File: src/rtl/fpga_cnn_pkg.sv
// rtl/fpga_cnn_pkg.sv - shared float32 field positions, types and stack FSM states
package fpga_cnn_pkg;

   localparam int FP32_SIGN_BIT = 31;
   localparam int FP32_EXP_MSB  = 30;
   localparam int FP32_EXP_LSB  = 23;
   localparam logic [7:0] FP32_EXP_ALL_ONES = 8'hFF;

   typedef logic [31:0] fp32_t;

   typedef enum logic {
      ST_IDLE     = 1'b0,
      ST_READ_OUT = 1'b1
   } stack_state_t;

endpackage

File: src/rtl/relu_sign_mask.sv
// rtl/relu_sign_mask.sv - combinational strictly-positive, finite test per float32 element
module relu_sign_mask
   import fpga_cnn_pkg::*;
#(
   parameter int WIDTH = 8
) (
   input  fp32_t            i_vec [WIDTH],
   output logic [WIDTH-1:0] o_mask
);

   // Zero, negatives, Inf and NaN all map to 0; denormals count as positive.
   always_comb begin
      o_mask = '0;
      for (int j = 0; j < WIDTH; j++) begin
         o_mask[j] = !i_vec[j][FP32_SIGN_BIT]
                   && (i_vec[j][FP32_EXP_MSB:FP32_EXP_LSB] != FP32_EXP_ALL_ONES)
                   && (i_vec[j][FP32_EXP_MSB:0] != '0);
      end
   end

endmodule

File: src/rtl/relu_mask_stack.sv
// rtl/relu_mask_stack.sv - LIFO of per-element ReLU masks replayed in reverse for backprop
module relu_mask_stack
   import fpga_cnn_pkg::*;
#(
   parameter int WIDTH = 8,
   parameter int DEPTH = 64
) (
   input  logic                       clk,
   input  logic                       reset,
   input  logic                       fwd_push,
   input  fp32_t                      fwd_vec [WIDTH],
   input  logic                       bwd_pop,
   output logic [WIDTH-1:0]           mask_out,
   output logic                       mask_valid,
   output logic [$clog2(DEPTH):0]     count,
   output logic                       full,
   output logic                       empty,
   output logic                       overflow,
   output logic                       underflow
);

   localparam int AW = $clog2(DEPTH);
   localparam int CW = AW + 1;

   logic [WIDTH-1:0] r_mem [DEPTH];
   logic [CW-1:0]    r_count;
   logic             r_full;
   logic             r_empty;
   logic             r_overflow;
   logic             r_underflow;
   logic [WIDTH-1:0] r_mask_out;
   stack_state_t     r_state;

   logic [WIDTH-1:0] w_mask;
   logic             w_pop_ok;
   logic             w_push_ok;
   logic [AW-1:0]    w_top_idx;
   logic [AW-1:0]    w_wr_idx;
   logic [CW-1:0]    w_count_nxt;
   stack_state_t     w_state_nxt;

   relu_sign_mask #(.WIDTH(WIDTH)) u_sign_mask (
      .i_vec  (fwd_vec),
      .o_mask (w_mask)
   );

   // A pop frees the top slot, so a push is still accepted when full.
   assign w_pop_ok  = bwd_pop && !r_empty;
   assign w_push_ok = fwd_push && (!r_full || bwd_pop);
   assign w_top_idx = r_count[AW-1:0] - AW'(1);
   assign w_wr_idx  = w_pop_ok ? w_top_idx : r_count[AW-1:0];

   always_comb begin
      w_count_nxt = r_count;
      if (w_push_ok && !w_pop_ok) begin
         w_count_nxt = r_count + CW'(1);
      end else if (w_pop_ok && !w_push_ok) begin
         w_count_nxt = r_count - CW'(1);
      end
   end

   always_comb begin
      w_state_nxt = ST_IDLE;
      if (w_pop_ok) begin
         w_state_nxt = ST_READ_OUT;
      end
   end

   always_ff @(posedge clk) begin
      if (w_push_ok) begin
         r_mem[w_wr_idx] <= w_mask;
      end
   end

   always_ff @(posedge clk) begin
      if (reset) begin
         r_state     <= ST_IDLE;
         r_count     <= '0;
         r_full      <= 1'b0;
         r_empty     <= 1'b1;
         r_overflow  <= 1'b0;
         r_underflow <= 1'b0;
         r_mask_out  <= '0;
      end else begin
         r_state <= w_state_nxt;
         r_count <= w_count_nxt;
         r_full  <= (w_count_nxt == CW'(DEPTH));
         r_empty <= (w_count_nxt == '0);
         if (fwd_push && r_full && !bwd_pop) begin
            r_overflow <= 1'b1;
         end
         if (bwd_pop && r_empty && !fwd_push) begin
            r_underflow <= 1'b1;
         end
         if (w_pop_ok) begin
            r_mask_out <= r_mem[w_top_idx];
         end
      end
   end

   assign mask_out   = r_mask_out;
   assign mask_valid = (r_state == ST_READ_OUT);
   assign count      = r_count;
   assign full       = r_full;
   assign empty      = r_empty;
   assign overflow   = r_overflow;
   assign underflow  = r_underflow;

endmodule

File: config.mk
export PLATFORM = sky130hd
export DESIGN_NAME = relu_mask_stack
export DESIGN_NICKNAME = d
export VERILOG_FILES = /design/src/rtl/fpga_cnn_pkg.sv /design/src/rtl/relu_sign_mask.sv /design/src/rtl/relu_mask_stack.sv
export SDC_FILE = /design/constraint.sdc
export NUM_CORES = 1
export LEC_CHECK = 0
export BUFFER_PORTS_ARGS = -buffer_cell sky130_fd_sc_hd__buf_4
export CAP_MARGIN = 40
export CORE_AREA = 2 2 212 214
export CTS_CLUSTER_DIAMETER = 120
export DETAILED_ROUTE_END_ITERATION = 6
export DIE_AREA = 0 0 214 216
export PLACE_DENSITY = 0.7
export SLEW_MARGIN = 20
export SYNTH_ARGS = -nofsm -noshare
export SYNTH_HDL_FRONTEND = slang
export SYNTH_SLANG_ARGS = --single-unit
File: constraint.sdc
create_clock -name clk -period 7.8 [get_ports clk]
set_input_delay 0.39 -clock clk [delete_from_list [all_inputs] [get_ports clk]]
set_output_delay 0.39 -clock clk [all_outputs]
set_load 0.01 [all_outputs]
# Word-level counts from Yosys, hierarchy flattened
# Memory sizes are Yosys's and may differ from the RTL's. A register that Yosys moved wholly into a read port is not among the register bits.
# Index checks and enable logic that the tools add are counted.
# totals
latchBits,0
ff_bits,12
memories,1
ram_bits,512
mem_bits_ro,0
out_inout_bits,20
# memory_table
memory,depth,width,rd,rd_ports_with_merged_regs,write_ports,line,text
r_mem,64,8,1,1,1,relu_mask_stack.sv:25,logic [WIDTH-1:0] r_mem [DEPTH];
# classes
bitwise_logic,0
eq_ne,9
n_shift,0
magnitude_cmp,0
n_mux,6
mul,0
n_reduce_logical,48
n_div,0
n_addsub,3
# op_table
cell,n
nonzero test 31 bit,8
"!= test 8 bit, second input constant",8
logical AND 1 bit,24
zero test 1 bit,14
two-way mux 7 bit,2
"adder 7 x 1 -> 7 bit, second input constant",1
"equality test 7 bit, second input constant",1
zero test 7 bit,1
"subtractor 7 x 1 -> 7 bit, second input constant",1
two-way mux 6 bit,1
"subtractor 6 x 1 -> 6 bit, second input constant",1
two-way mux 1 bit,3
logical OR 1 bit,1

# Longest topological paths before layout
# logic_depth
word_depth,8
depth_mapped,13

# Modules after synthesis
# From an unflattened synthesis, not the netlist that was laid out.
# hier_totals
cells_unflattened,1261
area_unflattened_um2,22063.7
# modules_own_cells
mod,area_per_inst_um2,instances,seq_area_each_um2,cells_per_inst
relu_mask_stack,21353.0,1,15775.1,1149
relu_sign_mask,710.7,1,0.0,112

# Least setup slack after synthesis
# OpenSTA, ideal clock, no wires.
# synth_path
path_type,in2reg
from,in fwd_vec[226] (netlist name)
to,"mem r_mem[0][0], data pin"
path_buffers,0
setup_ns,0.682
path_slack_ns,4.114
path_stages,4
arrival_time_ns,3.004
required_ns,7.118
path_cell_list,nor4_1 -> nand4_1 -> nor2_1 -> nor3_1
# synth_via
elab_chain_len,2
# synth_rtl
item,line,text
start: declaration,relu_mask_stack.sv:11,"input fp32_t fwd_vec [WIDTH],"
nonzero test 31 bit,relu_sign_mask.sv:17,&& (i_vec[j][FP32_EXP_MSB:0] != '0);
logical AND 1 bit,relu_sign_mask.sv:17,
net u_sign_mask.o_mask[0],relu_sign_mask.sv:8,output logic [WIDTH-1:0] o_mask
end: declaration,relu_mask_stack.sv:25,
# The timed path passes the listed nets, and every way through them passes these cells.

# Final worst setup path
# layout_path
from,reg r_count[0] (netlist: count[0])
to,"mem r_mem[6][3], enable pin"
# layout_via
elab_chain_len,2
# layout_rtl
item,line,text
start: declaration,relu_mask_stack.sv:26,logic [CW-1:0] r_count;
start signal: assignment,relu_mask_stack.sv:86,r_count <= w_count_nxt;
subtractor 6 x 1 -> 6 bit,relu_mask_stack.sv:50,assign w_top_idx = r_count[AW-1:0] - AW'(1);
two-way mux 6 bit *,relu_mask_stack.sv:51,assign w_wr_idx = w_pop_ok ? w_top_idx : r_count[AW-1:0];
# Mark *: on every way between the ends. The rest lies on a longest branch, timed or not.

==> impl_metrics.toml <==
[routing]
wire_per_inst_um = 24.9
vias = 13400
drt_pass1_iterations = 6
drc = 0
routed_wl_um = 55300
drt_iter0_drc = 1575
drt-vias-per-instance = 6.04
ant_nets = 0

[logic_synthesis]
async_reset_ff_share_pct = 0
syn-num-nets = 1559
netlist_area_um2 = 21800
synth_area_leaders = "edfxtp_1, mux4_2, nand2_1, nor2_1, dfxtp_1"
synth_cell_types = 51
ys_warn_count = 0
syn_avg_cell_area_um2 = 16.8
synthFlopType = "edfxtp_1"
synth-seq-cells = 532
ys_seq_area_share_pct = 72.3
synth_top_area_cell = "edfxtp_1"
syn-instance-count = 1297
synth_top_area_share_pct = 70.5
synth-edff-count = 512

[clock_tree]
htreeDepth = 2
post_cts_resized = 0
cts_tree = "built"
cts_hold_buf = 0
cts_buffers = 53
clock-sinks = 532
post_cts_buffers = 0
clk_path_buf_depth = 3
clk_pin_slew_ns = 0.06
clkLatencyLatePin_ns = 0.60
cts_root_buf = "clkbuf_16"

[timing]
min_period_over_period_pct = 56.3
whs_ns = 0.116
setup_ws_ns = 3.41
final-setup-viol-count = 0
clock_skew_ns = 0.0276
setup_tns_ns = 0
rsz0062_at_grt = "no"
worstMarginPinSlew_ns = 1.09
finalMaxSlewViolations = 0
slew_headroom_pct = 27.1
finalHoldViolations = 0
fmax_ghz = 0.228
finalCriticalPeriod_ns = 4.39

[pwr]
power_switching_mw = 2.06
p_total_mw = 7.31
comb_power_share_pct = 21.8
p_leak_nw = 8.74
intPower_mw = 5.25
switching_share_pct = 28.2
vdd_drop_max_uv = 173
pwr-share-seq_pct = 45.0
power.density_nw_per_um2 = 278
pwr-share-clk_pct = 33.2

[final_layout]
utilization_pct = 60.0
area_delta_synth_final_pct = 20.6
instances_no_fill = 2224
antennaDiodeCount = 0
fin_area_um2 = 26300
drive_gt1_share_pct = 31.4
final_nets = 1850

[placed_design]
gp_congestion = 0.882
dp_cells = 2120
hpwlAfterDp_um = 35700
port_buffers = 279
postPlaceCellArea_um2 = 24600
dpl_worst_slack_ns = 3.38

[critical_path]
r2r_slack_ns = 3.41
reg2reg_depth = 8
crit_path_end_kind = "flop"
slowest_delay_ns = 0.85
critPathLaunchType = "flop"
crit_arrival_ns = 4.61
timing.rr.start = "count[0]"
critPathRequiredTime_ns = 8.02
slowest_stage = "dfxtp_4"
crit_type = "flop to flop"
crit_fanout = 41
cp_cell_sequence = "clkinv_1 > ha_4 > or2_2 > a211oi_1 > o21ai_1 > o31ai_1 > nand2b_1 > nor2_1"
r2r_end = "r_mem[6][3]"

[grt]
grt_pass1_vias = 13300
grt-ovfl-total = 0
grt.total_usage_pct = 23.8
grt_first_pass_wirelength_um = 82800
antenna_found_initial = 0
grt_max_degree = 65

[hold_path]
min_path_cells = 2
hold_path_class = "input port to flop"
min_from = "reset"
holdPathEnd = "count[0]"

[floorplanning]
start_util_pct = 49.8
die-width_um = 214
core_area_um2 = 43800
die_y_um = 216
ios = 280
placementRows = 77
die-area_um2 = 46200

[run]
cap_violations = 0

[status]
status = "complete, no violations"
area by class of cell:
cell class / count / area, um^2
inverter: 5 / 18.8
tap: 592 / 741
sequential: 532 / 15800
clock buffer: 64 / 1370
multi-input combinational: 691 / 5800
fill: 3191 / 17500
timing repair buffer: 305 / 2330
clock inverter: 35 / 284
cells in the mapped netlist, types with 3 or more instances:
library cell / number
buf_2: 23
nand4_1: 35
a32o_1: 14
a21oi_1: 5
and3_1: 4
nand3_1: 32
or2_2: 3
xnor2_1: 6
and2_1: 11
edfxtp_1: 512
nor4_1: 64
nand2b_1: 8
o21ai_0: 10
o22ai_1: 5
o31ai_1: 3
clkbuf_1: 32
inv_1: 4
nor2b_1: 3
dfxtp_1: 20
buf_1: 10
or3_1: 5
a311oi_1: 8
nor2_1: 107
a211oi_1: 10
a32oi_1: 18
mux2i_1: 26
mux4_2: 112
nor3_1: 19
a31oi_1: 10
nand2_1: 149
registers in the layout (all words and copies together) (netlist names):
register and count:
count 7, empty 1, full 1, mask_out 8, mask_valid 1, overflow 1, r_mem 512, underflow 1
metal layers:
metal	global-route usage [%]	vias to the layer above	share of wire, %
met5	0	-	0
met4	7.58	0	3.0
met3	3.83	108	7.8
met2	38.1	694	49
met1	34.0	6793	41
li1	-	5838	-
logic make-up after synthesis:
logic type / share of synthesized area [%]
AO/OA/AOI/OAI: 3.31
flip-flops: 72.3
adder cells (fa/ha/maj): 0.115
multiplexers: 12.8
XOR/XNOR: 0.321
buffers and inverters: 1.48
AND/OR/NAND/NOR: 9.72
worst max-delay path: cells and delay by family (launching register included):
family	cells	cell delay (ns)
AOI/OAI and AO/OA	3	0.84
adders and majority gates	1	0.38
buffers and inverters	1	0.49
and+or+nand+nor	3	1.46
DFF	1	0.85
worst max path at each step:
| stage | start | to | slack (ns) | depth (start not counted) |
|---|---|---|---|---|
| global placement | count[0] | r_mem[16][6] | 3.37 | 6 |
| global route | count[0] | r_mem[2][3] | 3.10 | 8 |
| finish | count[0] | r_mem[6][3] | 3.41 | 8 |
| CTS | count[0] | r_mem[23][1] | 3.36 | 8 |
| detailed placement | count[0] | r_mem[23][1] | 3.38 | 8 |
| floorplan | fwd_vec[226] | r_mem[0][0] | 4.11 | 4 |
power groups by stage:
stage | Clock, mW | Combinational, mW | Sequential, mW
6_report | 2.43 | 1.59 | 3.29
3_3_place_gp | 0 | 1.55 | 3.35
5_1_grt | 2.57 | 1.69 | 3.29
4_1_cts | 2.46 | 1.59 | 3.29
2_1_floorplan | 0 | 1.02 | 3.30
3_5_place_dp | 0 | 1.58 | 3.35
layout by cell type (no fill, tap or decap), drive strengths merged, types with 4 or more instances in the layout:
cell,instances
mux2i,26
xnor2,6
a32o,14
a21oi,5
nor4,64
nand2b,8
and2,11
a32oi,18
nand3,32
o21ai,12
nor3,19
buf,305
bufinv,4
clkbuf,64
nor2,107
nand4,35
a211oi,10
edfxtp,512
mux4,112
clkinv,26
o22ai,5
dfxtp,20
a31oi,10
a311oi,8
nand2,149
inv,7
and3,4
or3,5
No activity file was read; power rests on OpenSTA's default activity.
